### src/rtl/alarm_clock_multi.sv
// alarm_clock_multi: 24-hour BCD time-of-day clock with NUM_ALARMS alarm channels.
//   A prescaler produces one min_tick every TICKS_PER_MIN cycles and the HH:MM
//   digits advance on that edge. Each channel holds an HH:MM entry and an
//   enable bit. In the cycle after a minute change, every enabled channel whose
//   entry equals the new time raises its alm_hit bit. Active alarms auto-clear
//   after LED_MINUTES minutes, can be snoozed for SNOOZE_MIN minutes, or
//   cleared with ack.
// Ports:
//   clk, rst               clock, synchronous active-high reset
//   wr_en, wr_idx          alarm table write strobe and channel index
//   hr1, hr0, min1, min0   alarm entry digits (BCD); wr_ena is the enable bit
//   ack, snooze            clear-all / snooze the active alarms
//   cnt3..cnt0             time digits HH:MM
//   led_on, alm_hit        any-alarm LED, per-channel active flags
//   wr_err                 one-cycle pulse after a rejected write

// One alarm channel: the stored entry plus its comparator.
module alarm_clock_multi_chan (
  input  logic        clk,
  input  logic        rst,
  input  logic        we_i,
  input  logic [12:0] ent_i,
  input  logic        ena_i,
  input  logic        chk_i,
  input  logic [12:0] tm_i,
  output logic        hit_o
);
  logic [12:0] ent_q;
  logic        ena_q;

  always_ff @(posedge clk) begin
    if (rst) begin
      ent_q <= '0;
      ena_q <= 1'b0;
    end else if (we_i) begin
      ent_q <= ent_i;
      ena_q <= ena_i;
    end
  end

  // chk_i is high only in the cycle right after a minute change.
  assign hit_o = chk_i & ena_q & (ent_q == tm_i);
endmodule

module alarm_clock_multi #(
  parameter int TICKS_PER_MIN = 60,
  parameter int NUM_ALARMS    = 4,
  parameter int IDX_W         = 2,
  parameter int LED_MINUTES   = 1,
  parameter int SNOOZE_MIN    = 5
) (
  input  logic                  clk,
  input  logic                  rst,
  input  logic                  wr_en,
  input  logic [IDX_W-1:0]      wr_idx,
  input  logic [1:0]            hr1,
  input  logic [3:0]            hr0,
  input  logic [2:0]            min1,
  input  logic [3:0]            min0,
  input  logic                  wr_ena,
  input  logic                  ack,
  input  logic                  snooze,
  output logic [1:0]            cnt3,
  output logic [3:0]            cnt2,
  output logic [2:0]            cnt1,
  output logic [3:0]            cnt0,
  output logic                  led_on,
  output logic [NUM_ALARMS-1:0] alm_hit,
  output logic                  wr_err
);
  localparam int PS_W = (TICKS_PER_MIN > 1) ? $clog2(TICKS_PER_MIN) : 1;
  localparam int TO_W = $clog2(LED_MINUTES + 1);
  localparam int SN_W = $clog2(SNOOZE_MIN + 1);
  localparam logic [PS_W-1:0] PS_LAST = PS_W'(TICKS_PER_MIN - 1);
  localparam logic [TO_W-1:0] TO_LAST = TO_W'(LED_MINUTES - 1);
  localparam logic [SN_W-1:0] SN_FULL = SN_W'(SNOOZE_MIN);

  // ---------------- prescaler ----------------
  logic [PS_W-1:0] presc_q, presc_d;
  logic            min_tick;

  assign min_tick = (presc_q == PS_LAST);
  assign presc_d  = min_tick ? '0 : presc_q + PS_W'(1);

  // ---------------- time of day ----------------
  logic [1:0] c3_q, c3_d;
  logic [3:0] c2_q, c2_d;
  logic [2:0] c1_q, c1_d;
  logic [3:0] c0_q, c0_d;
  logic       tchg_q;

  always_comb begin
    c3_d = c3_q;
    c2_d = c2_q;
    c1_d = c1_q;
    c0_d = c0_q;
    if (min_tick) begin
      if (c0_q == 4'd9) begin
        c0_d = 4'd0;
        if (c1_q == 3'd5) begin
          c1_d = 3'd0;
          if (c3_q == 2'd2 && c2_q == 4'd3) begin
            c3_d = 2'd0;
            c2_d = 4'd0;
          end else if (c2_q == 4'd9) begin
            c2_d = 4'd0;
            c3_d = c3_q + 2'd1;
          end else begin
            c2_d = c2_q + 4'd1;
          end
        end else begin
          c1_d = c1_q + 3'd1;
        end
      end else begin
        c0_d = c0_q + 4'd1;
      end
    end
  end

  assign cnt3 = c3_q;
  assign cnt2 = c2_q;
  assign cnt1 = c1_q;
  assign cnt0 = c0_q;

  // ---------------- alarm table ----------------
  logic                  wr_ok;
  logic                  idx_ok;
  logic [NUM_ALARMS-1:0] match;

  assign idx_ok = ({1'b0, wr_idx} < (IDX_W+1)'(NUM_ALARMS));
  assign wr_ok  = ((hr1 < 2'd2) ? (hr0 <= 4'd9) : (hr1 == 2'd2 && hr0 <= 4'd3)) &&
                  (min1 <= 3'd5) && (min0 <= 4'd9) && idx_ok;

  for (genvar i = 0; i < NUM_ALARMS; i++) begin : g_ch
    alarm_clock_multi_chan u_ch (
      .clk   (clk),
      .rst   (rst),
      .we_i  (wr_en && wr_ok && (wr_idx == IDX_W'(i))),
      .ent_i ({hr1, hr0, min1, min0}),
      .ena_i (wr_ena),
      .chk_i (tchg_q),
      .tm_i  ({c3_q, c2_q, c1_q, c0_q}),
      .hit_o (match[i])
    );
  end

  // ---------------- active / snooze control ----------------
  logic [NUM_ALARMS-1:0] alm_q, alm_d;
  logic [NUM_ALARMS-1:0] msk_q, msk_d;
  logic [TO_W-1:0]       to_q, to_d;
  logic [SN_W-1:0]       sn_q, sn_d;
  logic                  led_q;
  logic                  err_q;

  always_comb begin
    alm_d = alm_q;
    msk_d = msk_q;
    to_d  = to_q;
    sn_d  = sn_q;
    if (ack) begin
      // A match landing with ack is a fresh event and is kept.
      alm_d = match;
      msk_d = '0;
      to_d  = '0;
      sn_d  = '0;
    end else if (snooze && led_q) begin
      msk_d = msk_q | alm_q;
      alm_d = '0;
      to_d  = '0;
      // A minute boundary in the capture cycle already counts toward the snooze.
      sn_d  = min_tick ? SN_FULL - SN_W'(1) : SN_FULL;
      if (sn_d == '0) begin
        alm_d = msk_d;
        msk_d = '0;
      end
      // Matches this cycle are not snoozed.
      alm_d = alm_d | match;
    end else begin
      if ((|alm_q) && min_tick) begin
        if (to_q == TO_LAST) begin
          alm_d = '0;
          to_d  = '0;
        end else begin
          to_d = to_q + TO_W'(1);
        end
      end
      if ((|msk_q) && min_tick) begin
        if (sn_q <= SN_W'(1)) begin
          alm_d = alm_d | msk_q;
          msk_d = '0;
          sn_d  = '0;
          to_d  = '0;
        end else begin
          sn_d = sn_q - SN_W'(1);
        end
      end
      if (|(match & ~alm_d)) to_d = '0;
      alm_d = alm_d | match;
    end
  end

  always_ff @(posedge clk) begin
    if (rst) begin
      presc_q <= '0;
      c3_q    <= '0;
      c2_q    <= '0;
      c1_q    <= '0;
      c0_q    <= '0;
      tchg_q  <= 1'b0;
      alm_q   <= '0;
      msk_q   <= '0;
      to_q    <= '0;
      sn_q    <= '0;
      led_q   <= 1'b0;
      err_q   <= 1'b0;
    end else begin
      presc_q <= presc_d;
      c3_q    <= c3_d;
      c2_q    <= c2_d;
      c1_q    <= c1_d;
      c0_q    <= c0_d;
      tchg_q  <= min_tick;
      alm_q   <= alm_d;
      msk_q   <= msk_d;
      to_q    <= to_d;
      sn_q    <= sn_d;
      // LED tracks the next alarm state so it rises together with alm_hit.
      led_q   <= |alm_d;
      err_q   <= wr_en & ~wr_ok;
    end
  end

  assign alm_hit = alm_q;
  assign led_on  = led_q;
  assign wr_err  = err_q;
endmodule

### config.mk
export PLATFORM = sky130hd
export DESIGN_NAME = alarm_clock_multi
export DESIGN_NICKNAME = d
export VERILOG_FILES = /design/src/rtl/alarm_clock_multi.sv
export SDC_FILE = /design/constraint.sdc
export NUM_CORES = 1
export LEC_CHECK = 0
export ABC_AREA = 1
export BUFFER_PORTS_ARGS = -buffer_cell sky130_fd_sc_hd__buf_2
export CORE_MARGIN = 5
export CORE_UTILIZATION = 40
export DETAILED_ROUTE_END_ITERATION = 12
export HOLD_SLACK_MARGIN = 0.08
export PLACE_DENSITY = 0.61
export SLEW_MARGIN = 15
export SYNTH_ARGS = -nofsm -noshare
export SYNTH_HDL_FRONTEND = slang
export SYNTH_SLANG_ARGS = --single-unit
### constraint.sdc
create_clock -name clk -period 4.5 [get_ports clk]
set_input_delay 0.9 -clock clk [delete_from_list [all_inputs] [get_ports clk]]
set_output_delay 0.9 -clock clk [all_outputs]
set_load 0.02 [all_outputs]
# Yosys cells after proc, flatten, opt, wreduce, memory -nomap -nowiden
# Cells that the tools add are included.
[totals]
ff_bits = 90
inputBits = 21
elab_cells = 122
[op_classes]
n_addsub = 7
n_lt_le_gt_ge = 6
eq_ne = 14
n_mux = 32
bitwise_logic = 16
reduce_logical = 27
[ops]
columns = ["operator", "count"]
rows = [
  ["$mux W4", 20],
  ["$eq A13 B13 Y1", 4],
  ["$or A4 B4 Y4", 4],
  ["$logic_and A1 B1 Y1", 12],
  ["$mux W3", 4],
  ["$reduce_or A4 Y1", 3],
  ["$and A1 B1 Y1", 9],
  ["$add A4 B1 Y4 const B", 2],
  ["$eq A2 B2 Y1 const B", 4],
  ["$eq A4 B4 Y1 const B", 2],
  ["$le A4 B4 Y1 const B", 2],
  ["$reduce_or A7 Y1", 1],
  ["$add A6 B1 Y6 const B", 1],
  ["$eq A6 B6 Y1 const B", 1],
  ["$mux W1", 6],
  ["$reduce_bool A2 Y1", 3],
  ["$and A4 B4 Y4", 1],
  ["$eq A4 B2 Y1 const B", 1],
  ["$le A4 B2 Y1 const B", 1],
  ["$mux W2", 2],
  ["$not A4 Y4", 1],
  ["$reduce_and A2 Y1", 2],
  ["$reduce_and A4 Y1", 1],
  ["$reduce_or A2 Y1", 2],
  ["13 further kinds", 13],
]

# Depth between registers and ports, before layout
# Gate-level depths: netlist of run 1.
[depth]
depth_word = 14
mapped_depth = 11
mapped_depth_nobuf = 11

# Modules after synthesis
# From an unflattened synthesis of run 1, not the netlist that was laid out.
[hier_totals]
hier_cells = 671
area_unflattened_um2 = 4755.8
[by_module_without_submodules]
columns = ["module", "instances", "cells_per_inst", "area_per_inst_um2", "seq_area_each_um2"]
rows = [
  ["alarm_clock_multi_chan", 4, 108, 749.5, 280.3],
  ["alarm_clock_multi", 1, 239, 1757.9, 680.7],
]

# Worst setup path before layout of run 1
# OpenSTA, ideal clock, no wires.
[synth_path]
path_type = "input-to-reg"
startpoint = "in min0[1]"
endpoint = "reg g_ch[1].u_ch.ent_q[0]"
setup_time_ps = 113
arrival_time_ps = 1899
required_ps = 4387
slack_ps = 2488
path_stages = 8
n_path_buf = 1
path_cell_list = "o21a_1 a21oi_2 nand2_2 nor2_8 nand3_4 buf_2 nor2_1 nor2_1"
[synth_via]
elab_chain_len = 4
[synth_rtl]
columns = ["element", "line", "source"]
rows = [
  ["start, declared", "59", "input logic [3:0] min0,"],
  ["$le A4 B4 Y1", "132", "(min1 <= 3'd5) && (min0 <= 4'd9) && idx_ok;"],
  ["$logic_and A1 B1 Y1", "132", ""],
  ["$logic_and A1 B1 Y1 (2 in series)", "138", ".we_i (wr_en && wr_ok && (wr_idx == IDX_W'(i))),"],
  ["end signal, assigned", "36", "ent_q <= ent_i;"],
  ["end, declared", "28", "logic [12:0] ent_q;"],
]
# No other way between the ends.
# A chain may end at the register's enable or synchronous reset.

# Worst setup path after layout of run 1
[layout_path]
startpoint = "in hr0[2]"
endpoint = "reg g_ch[0].u_ch.ent_q[11]"
[layout_via]
elab_chain_len = 7
[layout_rtl]
columns = ["element", "line", "source"]
rows = [
  ["start, declared", "57", "input logic [3:0] hr0,"],
  ["$le A4 B2 Y1", "131", "assign wr_ok = ((hr1 < 2'd2) ? (hr0 <= 4'd9) : (hr1 == 2'd2 && hr0 <= 4'd3)) &&"],
  ["$logic_and A1 B1 Y1", "131", ""],
  ["$mux W1 *", "131", ""],
  ["$logic_and A1 B1 Y1 *", "131", ""],
  ["$logic_and A1 B1 Y1 *", "132", ""],
  ["$logic_and A1 B1 Y1 * (2 in series)", "138", ""],
  ["end signal, assigned", "36", ""],
  ["end, declared", "28", ""],
]
# Every way passes the cells marked *; elsewhere a longest branch is shown, timed or not.

==> flow_summary.yaml, run 1 <==
routing:
  vias_per_cell: 5.05
  first_pass_iters: 5
  drc: 0
  wl_met1_um: 6340
  avgRoutedWirePerCell_um: 14.3
  wl_met3_um: 561
  drt.antenna.violating_nets: 0
  num_vias: 4578
  met2_length_um: 5810
  top_layer: "met4"
  drt_iter0_drc: 310
  drt-total-wl_um: 13000
synth:
  synth.most_common_cell: "nand2_1"
  ys_ff_latch: 90
  yosysSeqAreaShare_pct: 38.1
  synthesis.instances: 738
  yosysTopAreaCell: "dfxtp_1"
  synth.distinct_cells: 34
  ys_top_cells_by_count: "244 x nand2_1, 129 x nor2_1, 90 x dfxtp_1"
  synthArstFlopShare_pct: 0
  yosys_most_used_dff: "dfxtp_1"
  synth.cell_area_um2: 4720
  synth.top_cell.area_share_pct: 38.1
  avgSynthCellArea_um2: 6.40
  yosysWarnings: 0
  netlist_top_cells_area: "dfxtp_1 38%, nand2_1 19%, nor2_1 10%, inv_1 5.3%, a21oi_1 4.7%"
  synth_fp_nets: 764
  synth_edf_count: 0
setup_path:
  crit_fanout: 27
  r2r_setup_slack_ns: 2.66
  required_ns: 4.78
  cp_common_cell: "nand2_1"
  critical_path_class: "input pin to register"
  endpoint: "g_ch[0].u_ch.ent_q[11]"
  worst_r2r_endpoint: "led_on"
  crit_slowest_cell: "nand3_1"
  rr_startpoint: "presc_q[0]"
  crit_path_start: "hr0[2]"
  arrival_ns: 2.91
  critPathLaunchType: "input pin"
  rr_worst_depth: 10
  max_stage_delay_ns: 0.62
  cp-end-kind: "register"
  path_cells: "buf_2 > o31ai_2 > nand2_2 > nor2_8 > nand3_1 > nand2_1 > nand2_1 > nor2_1"
clocking:
  htreeDepth: 3
  cts_tree: "built"
  numCtsBuffers: 9
  ctsHoldBuffers: 0
  root_buffer: "clkbuf_16"
  clk_latency_ns: 0.35
  clkSinkCount: 90
  cts_setup_buffers: 0
  postCtsResizedCells: 0
  clkSlewWorstSetupHoldPaths_ns: 0.06
  clk_path_buf_depth: 2
global_routing:
  grt_max_degree: 38
  grt_pass1_vias: 4369
  antenna_found_initial: 0
  grt-ovfl-total: 0
  grt_usage_pct: 19.3
  grt_pass1_wl_um: 21800
cells_and_area:
  final_area_um2: 5260
  num-nets-final: 786
  diodes: 0
  area_delta_synth_final_pct: 11.3
  drive_above_1_share_pct: 8.64
place:
  port-buffer-count: 39
  hpwl_um: 9460
  gp_congestion: 0.930
  place_area_um2: 4970
power:
  vdd.ir_drop.worst_mv: 0.147
  leakagePower_nw: 2.44
  power_w: 0.00166
  p_per_area_nw_per_um2: 317
sta:
  relSlewSlack_pct: 34.7
  min_period_ns: 2.63
  hold_viol: 0
  worstMarginPinSlew_ns: 0.978
  setup_viol: 0
  fin_skew_ns: 0.00667
  final_max_slew_viol_count: 0
  setup_tns_ns: 0
  fin_crit_sh_pct: 58.4
  clock.fmax_mhz: 380
  rsz0062_at_grt: "false"
floorplanning:
  io_pins: 40
  fp-row-count: 39
  dieArea_um2: 14100
  core_area_um2: 11500
  dieHeight_um: 119
  start_util_pct: 41.0
  die_w_um: 119
run_status:
  status: "complete, no violations"
min_path:
  min_delay_path_depth: 1
  min_path_type: "register to register"
job:
  maxCapViolations: 0
where the power goes:
part	leakage (nW)	internal (W)	switching (W)	total, W
logic	1.57	0.0000286	0.0000708	0.0000994
registers	0.727	0.000808	0.00000660	0.000815
clock network	0.142	0.000441	0.000310	0.000751
total	2.44	0.00128	0.000387	0.00166
flip-flops by register name (all words and copies together), names as in the netlist:
signal,flops
g_ch.u_ch.ent_q,52
presc_q,6
tchg_q,1
cnt0,4
g_ch.u_ch.ena_q,4
led_on,1
msk_q,4
wr_err,1
sn_q,3
cnt3,2
cnt2,4
alm_hit,4
to_q,1
cnt1,3
metrics by stage:
stage          hold WS, ns  instances  setup slack [ns]  utilization (%)
4_1_cts              0.448        907              1.86             45.7
5_1_grt              0.484        907              1.61             45.7
3_3_place_gp         0.432        892              1.63             43.2
2_1_floorplan        0.418        738              2.49                -
3_5_place_dp         0.435        892              1.50             43.2
6_report             0.443        907              1.87             45.7
cell families after synthesis:
logic type / Yosys count / synth area share (%)
AND/OR/NAND/NOR: 448 / 40.1
adder cells (fa/ha/maj): 5 / 1.32
buffers and inverters: 99 / 8.42
AO/OA/AOI/OAI: 79 / 8.90
flip-flops: 90 / 38.1
XOR/XNOR: 17 / 3.15
worst min path at each step:
stage | from | to
2_1_floorplan | presc_q[0] | presc_q[0]
3_5_place_dp | presc_q[0] | presc_q[0]
3_3_place_gp | presc_q[0] | presc_q[0]
4_1_cts | presc_q[0] | presc_q[0]
5_1_grt | presc_q[0] | presc_q[0]
6_report | presc_q[0] | presc_q[0]
layout by cell type (no fill, tap or decap), drive strengths merged, types with 2 or more instances in the layout:
master / n
nand2: 245
nor2: 133
dfxtp: 90
inv: 70
a21oi: 45
buf: 40
nand4: 32
o21ai: 27
nand3: 26
clkbuf: 12
xnor2: 11
xor2: 6
nand3b: 5
ha: 5
nor3: 4
clkinv: 2
cell type report:
type | instances | area [um2]
clock inverters | 3 | 40.0
multi-input cells | 549 | 2520
clock buffers | 12 | 246
inverters | 70 | 263
flip-flops and latches | 90 | 1800
repair buffers | 40 | 203
fillers | 1216 | 6260
well taps | 143 | 179
critical path, delay by kind of cell:
| kind | cells | cell delay [ns] |
|---|---|---|
| AND/OR/NAND/NOR | 6 | 1.52 |
| buffers and inverters | 1 | 0.15 |
| AO/OA/AOI/OAI | 1 | 0.32 |
layer usage:
layer,global-route usage [%],vias up
met2,29.9,99
met3,3.96,18
met1,26.2,2085
met5,0,-
met4,7.68,0
li1,-,2376
Note: power is estimated with default switching activity, not from simulation.
==> run 2: changes to the inputs <==
Clock period 4.5 ns to 2.57 ns, I/O delays scaled along.
==> flow_summary.yaml, run 2 (synthesized netlist as in run 1, its figures left out) <==
sta:
  fin_crit_sh_pct: 72.2
  clock.fmax_mhz: 539
  final_max_slew_viol_count: 0
  hold_viol: 0
  relSlewSlack_pct: 60.2
  fin_skew_ns: 0.00642
  fin_hold_ws_ns: 0.429
  setup_tns_ns: 0
  min_period_ns: 1.85
  worstMarginPinSlew_ns: 0.597
  setup_viol: 0
  setup_slack_ns: 0.715
  rsz0062_at_grt: "false"
run_status:
  status: "complete, no violations"
floorplanning:
  fp-row-count: 39
  io_pins: 40
  dieArea_um2: 14100
  dieHeight_um: 119
  die_w_um: 119
  core_area_um2: 11500
  start_util_pct: 41.0
routing:
  num_vias: 4606
  drt.antenna.violating_nets: 0
  drt-total-wl_um: 12800
  vias_per_cell: 5.03
  avgRoutedWirePerCell_um: 13.9
  drt_iter0_drc: 278
  drc: 0
  first_pass_iters: 4
setup_path:
  critical_path_class: "register to register"
  r2r_setup_slack_ns: 0.72
  required_ns: 2.81
  rr_startpoint: "presc_q[0]"
  critPathLaunchType: "register"
  crit_fanout: 5
  cp-end-kind: "register"
  crit_path_start: "presc_q[0]"
  arrival_ns: 2.09
power:
  p_switching_w: 0.000686
  leakagePower_nw: 2.47
  swShare_pct: 23.6
  power_frac_seq_pct: 49.0
  p_clk_share_pct: 44.7
  p_per_area_nw_per_um2: 547
  internal_power_w: 0.00222
  pwr-share-comb_pct: 6.3
  vdd.ir_drop.worst_mv: 0.222
global_routing:
  antenna_found_initial: 0
  grt_pass1_wl_um: 21700
  grt_busiest_layer: "met2"
  grt_pass1_vias: 4461
  grt_use_met2_pct: 30.5
  grt_max_degree: 29
  grt-ovfl-total: 0
  met1_usage_pct: 25.0
  use_met3_pct: 2.91
  grt_usage_pct: 18.9
clocking:
  cts_setup_buffers: 0
  clk_path_buf_depth: 2
  htreeDepth: 3
  numCtsBuffers: 9
  cts_tree: "built"
  ctsHoldBuffers: 0
  postCtsResizedCells: 0
  root_buffer: "clkbuf_16"
  clkSinkCount: 90
  clk_latency_ns: 0.34
  clkSlewWorstSetupHoldPaths_ns: 0.06
min_path:
  hold_start: "wr_en"
  min_path_type: "input pin to register"
cells_and_area:
  area_delta_synth_final_pct: 12.6
  drive_above_1_share_pct: 9.70
  layout_common_cells: "244 x nand2_1, 129 x nor2_1, 90 x dfxtp_1, 67 x inv_1, 44 x a21oi_1"
  final_common_cell: "nand2_1"
  diodes: 0
  largest_register_ffs: 52
  num-nets-final: 794
  largestRegisters: "g_ch.u_ch.ent_q: 52 flops, presc_q: 6 flops"
  regMostFlops: "g_ch.u_ch.ent_q"
place:
  place_ws_ns: 0.496
  port-buffer-count: 39
  gp_congestion: 0.885
  hpwl_um: 9530
job:
  maxCapViolations: 0
[run 2: worst max-delay path, stage by stage, from the launching register on]
cell     delay [ns]
dfxtp_1        0.35
ha_1           0.20
inv_1          0.07
nor2_1         0.08
nand3_1        0.15
nor2_2         0.21
nand3_1        0.13
nor2_2         0.20
nand2_1        0.15
a21oi_1        0.16
nor2_1         0.05
[run 2: path summary, 6_finish.rpt]
| check | to | cells past startpoint |
|---|---|---|
| setup / recovery | cnt3[0] | 10 |
| hold / removal | wr_err | 3 |
| setup reg to reg | cnt3[0] | 10 |
| hold reg to reg | presc_q[0] | 1 |
[run 2: layer usage]
| metal | routed length (um) | share of wire, % |
|---|---|---|
| met1 | 6080 | 48 |
| met2 | 5730 | 45 |
| met3 | 630 | 4.9 |
| met4 | 326 | 2.6 |
| met5 | 0 | 0 |
[run 2: metrics by stage]
stage | util, % | std cells | total power [W] | area, um2
2_1_floorplan | - | 738 | 0.00157 | 4720
3_3_place_gp | 43.7 | 900 | 0.00164 | 5030
3_5_place_dp | 43.7 | 900 | 0.00164 | 5030
4_1_cts | 46.2 | 916 | 0.00294 | 5320
5_1_grt | 46.2 | 916 | 0.00303 | 5320
6_report | 46.2 | 916 | 0.00291 | 5320
[run 2: cell type report]
cell class	instances	area (um2)
fillers	1197	6200
multi-input cells	549	2520
flip-flops and latches	90	1800
repair buffers	48	263
inverters	70	263
clock buffers	11	233
well taps	143	179
clock inverters	5	55.1
[run 2: power by group through the flow]
stage	Clock [W]	Sequential (W)	Combinational (W)
after floorplan	0	0.00146	0.000115
after global placement	0	0.00146	0.000180
after detailed placement	0	0.00146	0.000182
after CTS	0.00133	0.00143	0.000183
after global routing	0.00140	0.00143	0.000207
final	0.00130	0.00143	0.000183
